## src/rtl/fast_corner_scanner.sv

```systemverilog
// fast_corner_scanner
// Walks every interior pixel of an image held in single-port SRAM. For each
// pixel it reads the reference value and the 16 points of the radius-3
// Bresenham circle, then classifies each circle point as bright or dark
// against a latched threshold. A pixel is a corner when ARC_LEN circularly
// contiguous points are all bright, or all dark. Corner addresses leave on a
// valid/ready stream.
//
// Stream handshake: cornerValid is raised only in EMIT. While it is high,
// cornerAddr is held stable. A transfer happens on a rising clock edge where
// cornerValid && cornerReady. cornerValid never depends combinationally on
// cornerReady.
module fast_corner_scanner #(
  parameter int IMG_W   = 256,
  parameter int IMG_H   = 128,
  parameter int ADDR_W  = 15,
  parameter int PIX_W   = 8,
  parameter int ARC_LEN = 9,
  parameter int CNT_W   = 16
) (
  input  logic              clock,
  input  logic              nReset,
  input  logic              start,
  input  logic [PIX_W-1:0]  thres,
  output logic [ADDR_W-1:0] sramAddr,
  output logic              sramRden,
  input  logic [PIX_W-1:0]  sramData,
  output logic              cornerValid,
  input  logic              cornerReady,
  output logic [ADDR_W-1:0] cornerAddr,
  output logic [CNT_W-1:0]  cornerCount,
  output logic              busy,
  output logic              done,
  output logic [2:0]        stateDbg
);

  typedef enum logic [2:0] {
    IDLE    = 3'd0,
    FETCH   = 3'd1,
    CAPTURE = 3'd2,
    EVAL    = 3'd3,
    EMIT    = 3'd4
  } state_t;

  localparam int XW        = $clog2(IMG_W);
  localparam int YW        = $clog2(IMG_H);
  localparam int FIRST_REF = 3 * IMG_W + 3;
  localparam int X_LAST    = IMG_W - 4;
  localparam int Y_LAST    = IMG_H - 4;
  // Stepping from the last column of a row to column 3 of the next row.
  localparam int ROW_STEP  = 7;

  state_t            state;
  logic [XW-1:0]     xPos;
  logic [YW-1:0]     yPos;
  logic [ADDR_W-1:0] refAddr;
  logic [4:0]        kIdx;
  logic [PIX_W-1:0]  thresLat;
  // pixReg[0] is the reference pixel, pixReg[i+1] is circle point i.
  logic [PIX_W-1:0]  pixReg [0:16];

  logic [15:0]       bright;
  logic [15:0]       dark;
  logic              isCorner;
  logic [PIX_W:0]    refSum;
  logic [PIX_W:0]    pExt;
  logic              runB;
  logic              runD;

  logic              lastPix;
  logic              rowEnd;
  logic              advance;
  logic [ADDR_W-1:0] nextRef;

  assign stateDbg = state;

  // Address offset of fetch index k relative to the reference pixel.
  function automatic logic [ADDR_W-1:0] fetchOffset(input logic [4:0] k);
    int dx;
    int dy;
    dx = 0;
    dy = 0;
    case (k)
      5'd1:    begin dx =  0; dy = -3; end
      5'd2:    begin dx =  1; dy = -3; end
      5'd3:    begin dx =  2; dy = -2; end
      5'd4:    begin dx =  3; dy = -1; end
      5'd5:    begin dx =  3; dy =  0; end
      5'd6:    begin dx =  3; dy =  1; end
      5'd7:    begin dx =  2; dy =  2; end
      5'd8:    begin dx =  1; dy =  3; end
      5'd9:    begin dx =  0; dy =  3; end
      5'd10:   begin dx = -1; dy =  3; end
      5'd11:   begin dx = -2; dy =  2; end
      5'd12:   begin dx = -3; dy =  1; end
      5'd13:   begin dx = -3; dy =  0; end
      5'd14:   begin dx = -3; dy = -1; end
      5'd15:   begin dx = -2; dy = -2; end
      5'd16:   begin dx = -1; dy = -3; end
      default: begin dx =  0; dy =  0; end
    endcase
    return ADDR_W'(dy * IMG_W + dx);
  endfunction

  // Bright/dark classification in PIX_W+1 bits so ref+thres never wraps,
  // followed by a search for a contiguous run with wrap-around.
  always_comb begin
    bright   = '0;
    dark     = '0;
    isCorner = 1'b0;
    pExt     = '0;
    runB     = 1'b0;
    runD     = 1'b0;
    refSum   = {1'b0, pixReg[0]} + {1'b0, thresLat};
    for (int i = 0; i < 16; i++) begin
      pExt           = {1'b0, pixReg[5'(i + 1)]};
      bright[4'(i)]  = pExt > refSum;
      dark[4'(i)]    = (pExt + {1'b0, thresLat}) < {1'b0, pixReg[0]};
    end
    for (int s = 0; s < 16; s++) begin
      runB = 1'b1;
      runD = 1'b1;
      for (int j = 0; j < ARC_LEN; j++) begin
        runB = runB & bright[4'((s + j) % 16)];
        runD = runD & dark[4'((s + j) % 16)];
      end
      if (runB || runD) isCorner = 1'b1;
    end
  end

  // Raster position bookkeeping for moving to the next candidate pixel.
  always_comb begin
    rowEnd  = (xPos == XW'(X_LAST));
    lastPix = rowEnd && (yPos == YW'(Y_LAST));
    nextRef = rowEnd ? (refAddr + ADDR_W'(ROW_STEP)) : (refAddr + ADDR_W'(1));
    advance = ((state == EVAL) && !isCorner) ||
              ((state == EMIT) && cornerReady);
  end

  // Scan controller: fetch sequencing, capture, evaluation and emission.
  always_ff @(posedge clock or negedge nReset) begin
    if (!nReset) begin
      state       <= IDLE;
      xPos        <= '0;
      yPos        <= '0;
      refAddr     <= '0;
      kIdx        <= '0;
      thresLat    <= '0;
      sramAddr    <= '0;
      sramRden    <= 1'b0;
      cornerValid <= 1'b0;
      cornerAddr  <= '0;
      cornerCount <= '0;
      busy        <= 1'b0;
      done        <= 1'b0;
      for (int i = 0; i < 17; i++) pixReg[i] <= '0;
    end else begin
      done <= 1'b0;
      case (state)
        IDLE: begin
          if (start) begin
            state       <= FETCH;
            busy        <= 1'b1;
            thresLat    <= thres;
            cornerCount <= '0;
            refAddr     <= ADDR_W'(FIRST_REF);
            xPos        <= XW'(3);
            yPos        <= YW'(3);
            kIdx        <= '0;
            sramAddr    <= ADDR_W'(FIRST_REF);
            sramRden    <= 1'b1;
          end
        end
        FETCH: begin
          // Data for the read issued last cycle is on sramData now.
          if (kIdx != 5'd0) pixReg[kIdx - 5'd1] <= sramData;
          if (kIdx == 5'd16) begin
            state    <= CAPTURE;
            sramRden <= 1'b0;
          end else begin
            kIdx     <= kIdx + 5'd1;
            sramAddr <= refAddr + fetchOffset(kIdx + 5'd1);
          end
        end
        CAPTURE: begin
          pixReg[16] <= sramData;
          state      <= EVAL;
        end
        EVAL: begin
          if (isCorner) begin
            state       <= EMIT;
            cornerValid <= 1'b1;
            cornerAddr  <= refAddr;
          end
        end
        EMIT: begin
          if (cornerReady) begin
            cornerValid <= 1'b0;
            if (cornerCount != '1) cornerCount <= cornerCount + CNT_W'(1);
          end
        end
        default: begin
          state <= IDLE;
          busy  <= 1'b0;
        end
      endcase

      // Move on to the next pixel, or finish after the last one.
      if (advance) begin
        if (lastPix) begin
          state    <= IDLE;
          busy     <= 1'b0;
          done     <= 1'b1;
        end else begin
          state    <= FETCH;
          kIdx     <= '0;
          refAddr  <= nextRef;
          sramAddr <= nextRef;
          sramRden <= 1'b1;
          if (rowEnd) begin
            xPos <= XW'(3);
            yPos <= yPos + YW'(1);
          end else begin
            xPos <= xPos + XW'(1);
          end
        end
      end
    end
  end

endmodule

```

## config.mk

```make
export PLATFORM = sky130hd
export DESIGN_NAME = fast_corner_scanner
export DESIGN_NICKNAME = d
export VERILOG_FILES = /design/src/rtl/fast_corner_scanner.sv
export SDC_FILE = /design/constraint.sdc
export NUM_CORES = 1
export LEC_CHECK = 0
export ABC_AREA = 1
export CORE_MARGIN = 3
export CORE_UTILIZATION = 50
export CTS_CLUSTER_DIAMETER = 80
export DETAILED_ROUTE_END_ITERATION = 10
export PLACE_DENSITY = 0.9
export SLEW_MARGIN = 10
export SYNTH_ARGS = -nofsm -noshare
export SYNTH_HDL_FRONTEND = slang
export SYNTH_SLANG_ARGS = --single-unit
```

## constraint.sdc

```tcl
create_clock -name clock -period 3.45 [get_ports clock]
set_input_delay 0.69 -clock clock [delete_from_list [all_inputs] [get_ports clock]]
set_output_delay 0.69 -clock clock [all_outputs]
set_load 0.02 [all_outputs]
```

# [Word level (Yosys, flattened, before mapping)]
# Memories as Yosys holds them, arrays and structs flattened.
# Index checks and enable logic that the tools add are counted.
[totals] word_cells=89 rom_bits=2048 output_inout_bits=53 input_bits=20 ff_bits=72 memories=1
[classes] addsub=8 n_reduce_logical=9 n_mux=47 eq_ne=14
[mem_list] memory="(name not given)" depth=32 width=64 read_ports=1 rd_ports_with_merged_regs=0 write_ports=0 line_no="83" text="case (k)"
[ops] op="15-bit two-way mux" n=9
[ops] op="39-bit two-way mux" n=2
[ops] op="16-bit two-way mux" n=3
[ops] op="8-bit two-way mux" n=5
[ops] op="7-bit two-way mux" n=5
[ops] op="16-bit one-hot mux with 2 select lines" n=1
[ops] op="15-bit adder" n=2
[ops] op="15-bit one-hot mux with 2 select lines" n=1
[ops] op="5-bit two-way mux" n=4
[ops] op="16-bit by 1-bit adder with 16-bit output (second input constant)" n=1
[ops] op="16-bit != test (second input constant)" n=1
[ops] op="15-bit by 1-bit adder with 15-bit output (second input constant)" n=1
[ops] op="15-bit by 3-bit adder with 15-bit output (second input constant)" n=1
[ops] op="3-bit one-hot mux with 4 select lines" n=1
[ops] op="1-bit two-way mux" n=10
[ops] op="5-bit one-hot mux with 2 select lines" n=1
[ops] op="3-bit two-way mux" n=3
[ops] op="8-bit by 1-bit adder with 8-bit output (second input constant)" n=1
[ops] op="8-bit equality test (second input constant)" n=1
[ops] op="7-bit by 1-bit adder with 7-bit output (second input constant)" n=1
[ops] op="7-bit equality test (second input constant)" n=1
[ops] op="3-bit by 2-bit equality test with 1-bit output (second input constant)" n=2
[ops] op="3-bit != test (second input constant)" n=2
[ops] op="5-bit by 1-bit adder with 5-bit output (second input constant)" n=1
[ops] op="other kinds (14)" n=18

# [Logic depth before layout (Yosys ltp)]
# An unclocked memory read counts as a cell.
[depth] ltp_word=10 mapped_depth=24 ltp_nobuf=24

# [Least setup slack after synthesis]
# No wires, ideal clock.
[synth_timing] path_type="register to register" start="reg kIdx[1]" end="reg sramAddr[11]" arrival_ps=3192 path_stages_with_launch=22 setup_time_ps=117 t_required_ps=3333 slack_ps=141 synth_period_minus_slack_ps=3309 path_buffers=0 path_cell_list="dfrtp_1 > ha_1 > inv_2 > nand2_2 > nand2_2 > nor2_2 > nand2_1 > nand2_4 > nand2_4 > inv_1 > ha_1 > fa_1 > nand3_1 > nand3_1 > a21boi_1 > o21ai_2 > a21oi_1 > nand2_1 > nand3_1 > nand2_1 > nand2_1 > nand2_1"
[synth_between] elab_chain_len=10 elab_cells_between_ends=11 cone_classes="add/sub (3); eq/ne (1); mux (6); memory (1)"
[synth_lines] element="start, declared" line_no="57" text="logic [4:0] kIdx;"
[synth_lines] element="start signal, assigned" line_no="181" text="kIdx <= kIdx + 5'd1;"
[synth_lines] element="5-bit by 1-bit adder with 5-bit output" line_no="182" text="sramAddr <= refAddr + fetchOffset(kIdx + 5'd1);"
[synth_lines] element="memory 32 x 64 bit"
[synth_lines] element="39-bit two-way mux" line_no="177" text="if (kIdx == 5'd16) begin"
[synth_lines] element="39-bit two-way mux" line_no="159" text="case (state)"
[synth_lines] element="15-bit adder" line_no="102" text="return ADDR_W'(dy * IMG_W + dx);"
[synth_lines] element="15-bit adder" line_no="182"
[synth_lines] element="15-bit two-way mux (*)" line_no="177"
[synth_lines] element="15-bit one-hot mux with 2 select lines (*)" line_no="159"
[synth_lines] element="15-bit two-way mux" line_no="210" text="if (lastPix) begin"
[synth_lines] element="15-bit two-way mux (*)" line_no="209" text="if (advance) begin"
[synth_lines] element="end signal, assigned" line_no="170" text="sramAddr <= ADDR_W'(FIRST_REF);"
[synth_lines] element="end signal, assigned" line_no="182"
[synth_lines] element="end signal, assigned" line_no="218" text="sramAddr <= nextRef;"
[synth_lines] element="end, declared" line_no="25" text="output logic [ADDR_W-1:0] sramAddr,"
# Every way passes the cells marked *; elsewhere a longest branch is shown, timed or not. The select of a mux whose other input is x is not followed.
# A chain may end at the register's enable or synchronous reset.

# [Worst setup path after layout]
# Ends and elaborated chain as after synthesis.

==> flow_summary_export.csv <==
group,metric,value,unit
run_status,status,"finished clean",
min_path,holdCritPathClass,"in2async",
synthesis,synthesis_warnings,0,
global_routing,grt_util_met3,2.20,%
run,drv_cap,0,
pwr,p_seq_share,18.1,%
setup_path,ff2ff_path_depth,22,
timing,finalClockSkew,0.0139,ns
floorplan,floorplan.rows,34,
setup_path,criticalPathCategory,"reg2reg",
setup_path,worstSetupEndpointType,"flop",
global_routing,groute.layer.met2.usage,38.1,%
setup_path,critPathRequiredTime,3.66,ns
layout,post_route_cells_drive_above_1_share,20.2,%
clocking,clk_root_buffer_cell,"clkbuf_8",
floorplan,chipHeight,101,um
synthesis,synthCells,586,
synthesis,fraction_of_registers_with_async_set_reset,100,%
layout,num-fill-cells,729,
floorplan,core_area,8760,um2
synthesis,yosys_register_bits,55,
layout,final_nets,706,
pwr,intPower,0.00299,W
layout,fin_area,5270,um2
detailed_routing,antenna_violating_nets_post_route,0,
floorplan,num_io_pins,73,
detailed_routing,initialDrtViolationCount,205,
detailed_routing,drt_first_pass_iters,5,
clocking,clk_pin_slew,0.10,ns
timing,fmax,302,MHz
layout,layout-area-overhead-vs-synth,15.7,%
synthesis,synth.cell_area,4550,um2
timing,post-route-min-period,3.31,ns
floorplan,initial_utilization,51.9,%
place,placed_cell_area,4970,um2
global_routing,grt_use_total,22.0,%
synthesis,synth_seq_area_share,30.3,%
clocking,numClockSinks,55,
setup_path,setup.worst_path.end,"sramAddr[11]$_DFF_PN0_",
setup_path,rr_startpoint,"kIdx[1]$_DFF_PN0_",
global_routing,congestion_overflow_gr,0,
global_routing,grt_use_met1,28.2,%
clocking,cts-root-to-sink-buffers,2,
timing,timing.final.setup_violations,0,
layout,finish.cell_count_without_fillers,750,
timing,tightestPinTransition,0.901,ns
setup_path,crit_path_max_fanout,6,
pwr,netSwitchingPower,0.00317,W
pwr,switching_share,51.4,%
synthesis,netlist.area_leader.share,30.3,%
clocking,hold_buffers,0,
global_routing,globalRoute.busiestLayer,"met2",
pwr,vdd_ir_drop_max,0.606,mV
timing,unrepaired_setup_endpoints_after_global_routing,"yes",
setup_path,critical_path.reg2reg.endpoint,"sramAddr[11]$_DFF_PN0_",
timing,final.setup.tns,0,ns
timing,final_hold_violations,0,
detailed_routing,dr_total_vias,4125,
synthesis,synth_enable_flop_cells,0,
synthesis,synth_ff_type,"dfrtp_1",
timing,slew_headroom,39.7,%
pwr,cellPowerDensity,1170,nW/um2
clocking,htree_num_levels,2,
place,routabilityCongestion,0.966,
clocking,cts_made_buffers,5,
synthesis,synth_top_cell_by_area,"dfrtp_1",
layout,num_antenna_cells,0,
place,place.port_buffers,22,
place,detailed_place_hpwl,8.43,mm
setup_path,setup.worst_path.start,"kIdx[1]$_DFF_PN0_",
global_routing,maximum_number_of_pins_on_one_net_before_global_route_repair,34,
setup_path,timing.reg2reg.setup_slack,0.14,ns
pwr,pwr-share-comb,76.3,%
place,dp_cells,740,
clocking,insertion_delay,0.31,ns
detailed_routing,wirelength,11.2,mm
detailed_routing,remaining_drc_errors,0,
clocking,tritoncts,"built",
pwr,clock_power_share,5.7,%
floorplan,design.die.area,10300,um2
synthesis,synth.distinct_cells,49,
global_routing,grt_antenna_before_repair,0,
pwr,p_leak,2.62,nW
global_routing,grt_first_pass_wirelength,18.3,mm
synthesis,synth.area.top_cells,"dfrtp_1 (30%), ha_1 (10%), nand2_1 (10%), buf_4 (5.6%), inv_1 (5.4%)",
detailed_routing,route.detailed.wl_per_inst,15.0,um
timing,timing.final.max_slew_violations,0,
setup_path,cp_data_arrival_time,3.52,ns
timing,timing.final.crit_share,95.9,%
synthesis,syn_area_per_cell,7.76,um2
floorplan,die_x,101,um
setup_path,timing.critical_path.from_type,"flop",
detailed_routing,drt-vias-per-instance,5.50,
global_routing,grt_pass1_vias,4070,
-- power by group through the flow --
stage / registers, W / logic (W) / clock network [W]
2_1_floorplan: 0.00115 / 0.00276 / 0
3_3_place_gp: 0.00109 / 0.00394 / 0
3_5_place_dp: 0.00111 / 0.00407 / 0
4_1_cts: 0.00110 / 0.00417 / 0.000350
5_1_grt: 0.00114 / 0.00525 / 0.000378
6_report: 0.00111 / 0.00470 / 0.000349
-- critical path: stages (launching register included) --
cell	delay [ns]
dfrtp_2	0.46
ha_4	0.19
inv_2	0.07
nand2_2	0.06
nand2_4	0.09
nand2_1	0.07
nand2_2	0.10
nand2_4	0.07
nand2_4	0.07
inv_1	0.05
buf_4	0.15
buf_4	0.14
ha_1	0.27
ha_1	0.37
a21oi_1	0.11
a21boi_2	0.17
o21ai_2	0.22
a21oi_2	0.09
or2_1	0.20
nand3_1	0.07
nand2_1	0.06
nand2_1	0.05
nand2_1	0.05
-- cell type report --
cell class / count / area, um2 / share of cell area, %
clock inverters: 1 / 5.00 / 0.0951
repair buffers: 58 / 493 / 9.36
clock buffers: 7 / 76.3 / 1.45
inverters: 77 / 297 / 5.63
multi-input cells: 444 / 2880 / 54.7
flip-flops and latches: 55 / 1380 / 26.2
well taps: 108 / 135 / 2.57
-- stage by stage --
stage	hold slack (ns)	setup WS [ns]	power [W]	utilization, %
2_1_floorplan	0.394	0.141	0.00392	-
3_3_place_gp	0.462	0.0189	0.00503	56.7
3_5_place_dp	0.473	-0.125	0.00518	56.7
4_1_cts	0.446	0.0271	0.00562	58.1
5_1_grt	0.468	-0.00501	0.00677	60.1
6_report	0.430	0.142	0.00616	60.1
-- worst min-delay path by stage --
stage	slack [ns]	depth (start not counted)	endpoint
2_1_floorplan	0.39	0	busy$_DFF_PN0_
3_3_place_gp	0.46	1	yPos[4]$_DFF_PN0_
3_5_place_dp	0.47	2	sramRden$_DFF_PN0_
4_1_cts	0.45	1	yPos[3]$_DFF_PN0_
5_1_grt	0.47	1	yPos[3]$_DFF_PN0_
6_report	0.43	1	yPos[3]$_DFF_PN0_
-- placed cells by master, fill, tap and decap left out, types with 6 or more instances in the layout --
cell	n
conb_1	33
buf_4	34
xor2_1	12
o22ai_1	6
o21ai_1	15
ha_1	28
nand2_4	6
a21oi_2	6
nand4_1	9
nand2_1	121
nor2_2	10
ha_4	7
o21ai_0	26
clkdlybuf4s50_1	21
nor2_1	38
inv_2	10
dfrtp_1	52
nand2_2	14
inv_1	63
fa_1	7
nand3_2	9
a21oi_1	21
nand3_1	22
-- kinds of logic after synthesis --
| group | Yosys count | share of synthesized area (%) |
|---|---|---|
| and+or+nand+nor | 247 | 26.3 |
| buffers and inverters | 119 | 13.2 |
| AOI/OAI and AO/OA | 97 | 12.1 |
| DFF | 55 | 30.3 |
| adders and majority gates | 45 | 13.7 |
| xor gates and xnor gates | 18 | 3.47 |
| muxes | 4 | 0.880 |
| other | 1 | 0.0824 |
-- synthesized netlist by cell type, drive strengths merged, types with 8 or more instances --
library cell	n
dfrtp	55
nor3	8
buf	41
nand2	141
fa	8
a21oi	27
ha	37
xor2	12
nand4	9
nand3	31
nor2	53
o21ai	44
inv	76
-- flip-flops by register name (all words and copies together), names as in the netlist --
| register | count |
|---|---|
| busy | 1 |
| done | 1 |
| kIdx | 5 |
| refAddr | 15 |
| sramAddr | 15 |
| sramRden | 1 |
| stateDbg | 2 |
| xPos | 8 |
| yPos | 7 |
-- per-layer routing --
| layer | vias to the layer above | part of all wire, % | wire length, um |
|---|---|---|---|
| met2 | 143 | 49 | 5480 |
| met3 | 37 | 5.3 | 600 |
| met5 | - | 0 | 0 |
| li1 | 1954 | - | - |
| met4 | 0 | 3.4 | 384 |
| met1 | 1991 | 42 | 4770 |
-- repair_timing --
action / in CTS / in global routing
endpoints found under the setup margin: 4 / 9
resized for setup: 7 / 45
pin swaps: 1 / 9
setup buffers: 1 / 1
Power figures use the tool's default switching activity.
